File: src/rtl/tile_sequencer.sv
// Loop-nest controller: walks (i,j,k) tile triples i-outer/k-inner, one command per handshake.
// Latency: first command valid 1 cycle after start; one command per cycle while tile_ready is high.
// Backpressure: command fields hold stable while tile_valid & !tile_ready; abort cancels the job.
module tile_sequencer #(
    parameter int TILES_M = 3,
    parameter int TILES_N = 3,
    parameter int TILES_K = 3,
    localparam int IW = $clog2(TILES_M + 1),
    localparam int JW = $clog2(TILES_N + 1),
    localparam int KW = $clog2(TILES_K + 1),
    localparam int CW = $clog2(TILES_M * TILES_N * TILES_K + 1)
) (
    input  logic          clk,
    input  logic          rst,
    input  logic          start,
    input  logic          abort,
    output logic          busy,
    output logic          done,
    output logic          tile_valid,
    input  logic          tile_ready,
    output logic [IW-1:0] tile_i,
    output logic [JW-1:0] tile_j,
    output logic [KW-1:0] tile_k,
    output logic          acc_clear,
    output logic          acc_last,
    output logic [CW-1:0] job_count
);

    typedef enum logic [1:0] {
        IDLE  = 2'd0,
        ISSUE = 2'd1,
        FIN   = 2'd2
    } state_t;

    localparam logic [IW-1:0] I_MAX = IW'(TILES_M - 1);
    localparam logic [JW-1:0] J_MAX = JW'(TILES_N - 1);
    localparam logic [KW-1:0] K_MAX = KW'(TILES_K - 1);

    state_t          state_q, state_d;
    logic [IW-1:0]   i_d;
    logic [JW-1:0]   j_d;
    logic [KW-1:0]   k_d;
    logic [CW-1:0]   count_d;
    logic            hs;

    assign hs = tile_valid & tile_ready;

    // Accumulator control is a pure decode of the registered k index, so it
    // can never disagree with the command it travels with.
    assign acc_clear = (tile_k == '0);
    assign acc_last  = (tile_k == K_MAX);

    // Next-state, index advance and job counter.
    always_comb begin
        state_d = state_q;
        i_d     = tile_i;
        j_d     = tile_j;
        k_d     = tile_k;
        count_d = job_count;
        case (state_q)
            IDLE: begin
                // abort beats start when both arrive together
                if (start && !abort) begin
                    state_d = ISSUE;
                    i_d     = '0;
                    j_d     = '0;
                    k_d     = '0;
                    count_d = '0;
                end
            end
            ISSUE: begin
                // a handshake in the abort cycle was really taken downstream
                if (hs) begin
                    count_d = job_count + 1'b1;
                end
                if (abort) begin
                    state_d = IDLE;
                    i_d     = '0;
                    j_d     = '0;
                    k_d     = '0;
                end else if (hs) begin
                    if (tile_k == K_MAX) begin
                        k_d = '0;
                        if (tile_j == J_MAX) begin
                            j_d = '0;
                            if (tile_i == I_MAX) begin
                                i_d     = '0;
                                state_d = FIN;
                            end else begin
                                i_d = tile_i + 1'b1;
                            end
                        end else begin
                            j_d = tile_j + 1'b1;
                        end
                    end else begin
                        k_d = tile_k + 1'b1;
                    end
                end
            end
            FIN: begin
                state_d = IDLE;
            end
            default: begin
                state_d = IDLE;
            end
        endcase
    end

    // State, indices, counter and status flags all come straight from flops.
    always_ff @(posedge clk or posedge rst) begin
        if (rst) begin
            state_q    <= IDLE;
            tile_i     <= '0;
            tile_j     <= '0;
            tile_k     <= '0;
            job_count  <= '0;
            tile_valid <= 1'b0;
            busy       <= 1'b0;
            done       <= 1'b0;
        end else begin
            state_q    <= state_d;
            tile_i     <= i_d;
            tile_j     <= j_d;
            tile_k     <= k_d;
            job_count  <= count_d;
            tile_valid <= (state_d == ISSUE);
            busy       <= (state_d == ISSUE);
            done       <= (state_d == FIN);
        end
    end

endmodule

File: config.mk
export PLATFORM = sky130hd
export DESIGN_NAME = tile_sequencer
export DESIGN_NICKNAME = d
export VERILOG_FILES = /design/src/rtl/tile_sequencer.sv
export SDC_FILE = /design/constraint.sdc
export NUM_CORES = 1
export LEC_CHECK = 0
export ABC_AREA = 1
export CORE_MARGIN = 2
export CORE_UTILIZATION = 47
export DETAILED_ROUTE_END_ITERATION = 6
export GPL_TIMING_DRIVEN = 0
export PLACE_DENSITY = 0.76
export SYNTH_ARGS = -nofsm -noshare
export SYNTH_HDL_FRONTEND = slang
export SYNTH_SLANG_ARGS = --single-unit
File: constraint.sdc
create_clock -name clk -period 1.31 [get_ports clk]
set_input_delay 0.262 -clock clk [delete_from_list [all_inputs] [get_ports clk]]
set_output_delay 0.262 -clock clk [all_outputs]
set_load 0.005 [all_outputs]
==> results of run 1 <==
path summary, 6_finish.rpt:
check,endpoint,slack (ns),depth (start not counted)
worst max-delay path,acc_last,-0.02,3
worst min-delay path,job_count[3],0.33,2
worst max register to register,job_count[2],0.08,5
worst min register to register,job_count[4],0.59,3
max in group asynchronous,job_count[2],0.57,2
min in group clk,job_count[4],0.59,3
flip-flops by register name, summed over array words and instances, names as in the netlist:
name	cells
done	1
job_count	5
state_q	2
tile_i	2
tile_j	2
tile_k	2
tile_valid	1
cell usage in the layout, fill, tap and decap left out:
master	n
o21ai_1	3
nand3_1	11
nand4_2	1
nand2_2	8
ha_4	1
clkdlybuf4s50_1	4
buf_2	3
buf_6	3
nor2_4	4
dfrtp_2	2
nor3_1	1
nand3_2	3
nand2_1	24
clkbuf_1	1
and2_4	1
or2_2	2
nor2_1	12
nand4_1	3
inv_2	4
dlygate4sd2_1	11
clkbuf_4	3
dfrtp_1	13
o21ai_2	4
clkdlybuf4s15_1	2
nand2_4	1
buf_4	16
inv_1	5
cell usage after synthesis:
| cell type | n | area [um^2] |
|---|---|---|
| o21ai_1 | 3 | 15.01 |
| and2_4 | 1 | 8.760 |
| nand3_2 | 3 | 30.03 |
| nand4_1 | 3 | 18.77 |
| inv_1 | 6 | 22.52 |
| nand2_1 | 24 | 90.09 |
| nor2_4 | 2 | 22.52 |
| nor3_1 | 1 | 5.000 |
| or2_2 | 2 | 12.51 |
| ha_1 | 1 | 12.51 |
| nand2_4 | 1 | 11.26 |
| buf_6 | 1 | 11.26 |
| inv_2 | 3 | 11.26 |
| buf_4 | 1 | 7.510 |
| dfrtp_1 | 15 | 375.4 |
| nand4_2 | 1 | 12.51 |
| o21ai_2 | 4 | 35.03 |
| nand3_1 | 11 | 55.05 |
| nand2_2 | 8 | 50.05 |
| nor2_1 | 14 | 52.55 |
where the power goes:
group | internal [mW] | leakage [nW] | switching [mW] | total, mW
Sequential | 0.499 | 0.201 | 0.0242 | 0.523
Clock | 0.118 | 0.0150 | 0.147 | 0.265
Combinational | 0.192 | 0.433 | 0.197 | 0.389
stage by stage:
step           std cells  area, um^2
3_5_place_dp         150        1091
4_1_cts              168        1225
5_1_grt              171        1254
6_report             171        1254
3_3_place_gp         150        1091
2_1_floorplan        105       859.6
per-layer routing:
| layer | vias up | wire [um] | GRT usage |
|---|---|---|---|
| met5 | - | 0 | 0 |
| met2 | 30 | 1168 | 0.4137 |
| met1 | 402 | 747 | 0.2384 |
| met3 | 4 | 109 | 0.02308 |
| met4 | 0 | 23 | 0.06667 |
| li1 | 420 | - | - |
repair_timing:
item / CTS / global route
pin swaps: 1 / 2
gates resized for setup: 35 / 3
endpoints found under the setup margin: 16 / 4
buffers inserted: 14 / 3
layout make-up:
type,instances,area (um^2),share of cell area
Multi-Input combinational cell,79,459.2,0.3663
Sequential cell,15,377.9,0.3014
Timing Repair Buffer,37,306.5,0.2445
Inverter,9,33.78,0.02695
Tap cell,25,31.28,0.02495
Clock buffer,4,26.28,0.02096
Buffer,2,18.77,0.01497
critical path: cells and delay by family (launching register included):
| family | cells | cell delay (ns) |
|---|---|---|
| buffers and inverters | 2 | 0.26 |
| flip-flops | 1 | 0.43 |
| AND/OR/NAND/NOR | 1 | 0.10 |
logic make-up after synthesis:
group | synth area share
buffers and inverters | 0.06113
AOI/OAI and AO/OA | 0.05821
DFF | 0.4367
and+or+nand+nor | 0.4294
adders and majority gates | 0.01455
==> run_results.csv, run 1 <==
group,metric,value,unit
timing,max_freq,0.7506,GHz
critical_path,path_cells,"buf_6 -> nor2_4 -> buf_2",
critical_path,end_kind,"output pin",
die,start_util,0.4978,
timing,finalHoldViolCount,0,
synthesis,synth_cell_type_count,20,
placement,numPortBuffers,20,
grt,grt_max_degree,16,
synthesis,avgSynthCellArea,8.186,um^2
die,num_rows,15,
route,post-route-drc-count,0,
critical_path,cpMaxStageDelayCell,"dfrtp_2",
cells_and_area,n_antenna_cell,0,
route,ant_nets,0,
clock_tree,cts_tree,"built",
grt,gr-usage-all-layers,0.2126,
pwr,ir_drop,806.7,uV
synthesis,ys_seq_elements,15,
critical_path,start_kind,"flop",
clock_tree,clock_latency,0.28,ns
timing,setup_viol,2,
cells_and_area,fill_cells,133,
pwr,power_density,939.4,nW/um^2
synthesis,syn-cell-area,859.6,um^2
die,core,1727,um^2
synthesis,syn-instance-count,105,
critical_path,cp.arrival,1.07,ns
grt,antenna_found_initial,0,
clock_tree,cts_made_buffers,3,
clock_tree,clock_sinks,15,
synthesis,ys_seq_area_frac,0.4367,
timing,fin_crit_sh,1.017,
route,drt_iter0_markers,24,
critical_path,worstSetupPathType,"flop to output pin",
clock_tree,path_clk_slew,0.09,ns
die,die_area,2187,um^2
synthesis,ys.warnings.count,0,
placement,hpwl,1371,um
timing,relSlewSlack,0.6188,
clock_tree,htree_num_levels,1,
critical_path,path_max_fanout,3,
job,cap_violations,0,
critical_path,reg2reg_from,"job_count[0]",
pwr,total_power,1.178,mW
pwr,leakagePower,0.6489,nW
route,viasPerCell,5.006,
grt,grt_pass1_wl,3291,um
cells_and_area,synthToLayoutAreaGrowth,45.85,%
timing,fin_crit,1.332,ns
outcome,outcome,"finished with violations",
timing,final.setup_skew,0.003754,ns
cells_and_area,final_nets,153,
grt,overflow,0,
clock_tree,postCtsHoldBufs,0,
critical_path,max_stage_delay,0.43,ns
critical_path,startpoint,"tile_k[0]",
timing,worst_slack,-0.02232,ns
cells_and_area,utilization,0.7261,
worst_hold_path,worst_hold_path_type,"input pin to async pin",
route,firstDrtPassIters,6,
timing,tns,-0.02633,ns
timing,hold_ws,0.3335,ns
clock_tree,cts-root-buf,"clkbuf_4",
grt,grt_pass1_vias,781,
cells_and_area,drive_gt1_frac,0.3836,
die,io_pins,21,
placement,dp_slack,-0.2361,ns
timing,worstMarginPinSlew,0.5712,ns
critical_path,critPathRequiredTime,1.05,ns
die,fp.dieH,46.77,um
route,vias,856,
die,die_w,46.77,um
timing,rsz0062_at_grt,"true",
route,routedWlPerCell,11.98,um
outcome,violations,"negative setup slack",
timing,maxSlewViolCount,0,
clock_tree,cts.path.max_buffers,2,
synthesis,syn-num-nets,111,
route,routed_wl,2048,um
placement,gp_congestion,0.8217,
Power figures use the tool's default switching activity.
==> inputs of run 2 (changes only) <==
Settings changed: CAP_MARGIN from default to 30.
==> results of run 2 <==
No change in the layout: final DEF, timing and power equal those of run 1.
==> inputs of run 3 (changes only) <==
Settings changed: REMOVE_ABC_BUFFERS from default to 1.
==> run 3 against run 2 <==
Maximum frequency increased by 0.43%. Die area unchanged. Sequential cell count unchanged. Global-route usage increased by 0.12 points. Critical path type unchanged. Critical endpoint unchanged. The flow still finishes with violations (negative setup slack).
==> run_results.csv, run 3 (same netlist as run 1, synthesis figures left out) <==
group,metric,value,unit
critical_path,worstSetupPathType,"flop to output pin",
critical_path,cpMaxStageDelayCell,"dfrtp_2",
clock_tree,htree_num_levels,1,
clock_tree,clock_sinks,15,
critical_path,regToRegEndpoint,"job_count[2]",
route,vias,844,
placement,hpwl,1345,um
grt,gr-usage-all-layers,0.2138,
placement,gp_congestion,0.8364,
timing,relSlewSlack,0.6131,
outcome,violations,"negative setup slack",
die,num_rows,15,
cells_and_area,fill_cells,153,
critical_path,cp.arrival,1.06,ns
pwr,power_density,941.0,nW/um^2
critical_path,cp.depth,3,
clock_tree,path_clk_slew,0.10,ns
clock_tree,cts.path.max_buffers,2,
clock_tree,cts_tree,"built",
placement,placedCellCount,148,
critical_path,start_kind,"flop",
grt,grt_pass1_vias,771,
timing,hold_ws,0.3078,ns
critical_path,path_buf_inv,2,
cells_and_area,synthToLayoutAreaGrowth,45.27,%
critical_path,critical_path.top_delay_family,"flip-flops",
grt,antenna_found_initial,0,
outcome,outcome,"finished with violations",
cells_and_area,largest_reg_flops,5,
grt,grt_max_degree,16,
die,start_util,0.4978,
clock_tree,clock_latency,0.30,ns
timing,maxSlewViolCount,0,
die,core,1727,um^2
timing,final.setup_skew,0.009671,ns
timing,worst_slack,-0.01663,ns
route,post-route-drc-count,0,
grt,grt_pass1_wl,3298,um
pwr,ir_drop,632.4,uV
cells_and_area,drive_gt1_frac,0.4028,
route,ant_nets,0,
route,viasPerCell,4.994,
clock_tree,cts_made_buffers,3,
critical_path,ff2ff_path_depth,5,
die,io_pins,21,
critical_path,startpoint,"tile_k[0]",
critical_path,path_cells,"buf_6 -> nor2_4 -> buf_2",
critical_path,path_max_fanout,4,
critical_path,r2r_slack,0.06,ns
critical_path,reg2reg_from,"job_count[0]",
timing,fin_crit_sh,1.013,
critical_path,cp-endpoint,"acc_last",
route,drt_iter0_markers,23,
grt,overflow,0,
cells_and_area,final_nets,151,
clock_tree,cts-root-buf,"clkbuf_4",
critical_path,max_stage_delay,0.45,ns
pwr,leakagePower,0.6458,nW
cells_and_area,layout.cells.non_filler,169,
placement,numPortBuffers,20,
pwr,total_power,1.175,mW
cells_and_area,layout_commonest_cell,"nand2_1",
cells_and_area,final_cell_mix,"nand2_1 (23), buf_4 (16), dfrtp_1 (13)",
die,die_area,2187,um^2
die,fp.dieH,46.77,um
route,routedWlPerCell,12.41,um
cells_and_area,largest-register,"job_count",
route,firstDrtPassIters,4,
timing,max_freq,0.7538,GHz
job,cap_violations,0,
timing,fin_crit,1.327,ns
timing,finalHoldViolCount,0,
worst_hold_path,worst_hold_path_type,"input pin to async pin",
critical_path,critPathRequiredTime,1.05,ns
cells_and_area,n_antenna_cell,0,
route,routed_wl,2098,um
timing,setup_viol,2,
die,die_w,46.77,um
timing,rsz0062_at_grt,"true",
critical_path,end_kind,"output pin",
clock_tree,postCtsHoldBufs,0,
timing,worstMarginPinSlew,0.5797,ns
run 3: report_power, final:
part / total, mW / internal (mW) / switching [mW]
combinational: 0.368 / 0.175 / 0.193
clock: 0.281 / 0.114 / 0.167
sequential: 0.527 / 0.499 / 0.0274
total: 1.17 / 0.788 / 0.387
run 3: cell type report:
type | instances | area, um^2 | share of cell area
multi-input cells | 79 | 474.2 | 0.3798
repair buffers | 37 | 301.5 | 0.2415
clock inverters | 1 | 5.005 | 0.004008
inverters | 9 | 36.28 | 0.02906
flip-flops and latches | 15 | 377.9 | 0.3026
clock buffers | 3 | 22.52 | 0.01804
well taps | 25 | 31.28 | 0.02505
run 3: through the flow:
step	setup WS [ns]	cell area, um^2	setup TNS, ns	util
after floorplan	0.1373	840.8	0	-
after CTS	-0.01105	1216	-0.01105	0.7043
after detailed placement	-0.2016	1072	-2.545	0.6210
after global placement	-0.1855	1072	-2.124	0.6210
final	-0.01663	1249	-0.03184	0.7232
after global routing	-0.04737	1249	-0.09416	0.7232
run 3: repair_timing:
action,CTS,global route
setup buffers,16,1
endpoints found under the setup margin,16,11
pin swaps,1,0
resized for setup,32,8
run 3: worst min path at each step:
stage	from	end	slack, ns	depth (start not counted)
floorplan	rst	done	0.16	1
global placement	tile_j[1]	tile_j[1]	0.50	2
detailed placement	tile_i[1]	tile_i[1]	0.52	2
CTS	rst	job_count[0]	0.34	2
global route	rst	job_count[0]	0.41	2
finish	rst	job_count[0]	0.31	2
run 3: metal layers:
layer,routed length [um],vias to the layer above,GRT usage
met5,0,-,0
met4,13,0,0.08889
met3,92,2,0.05000
met2,1061,23,0.3397
met1,930,395,0.2799
li1,-,424,-
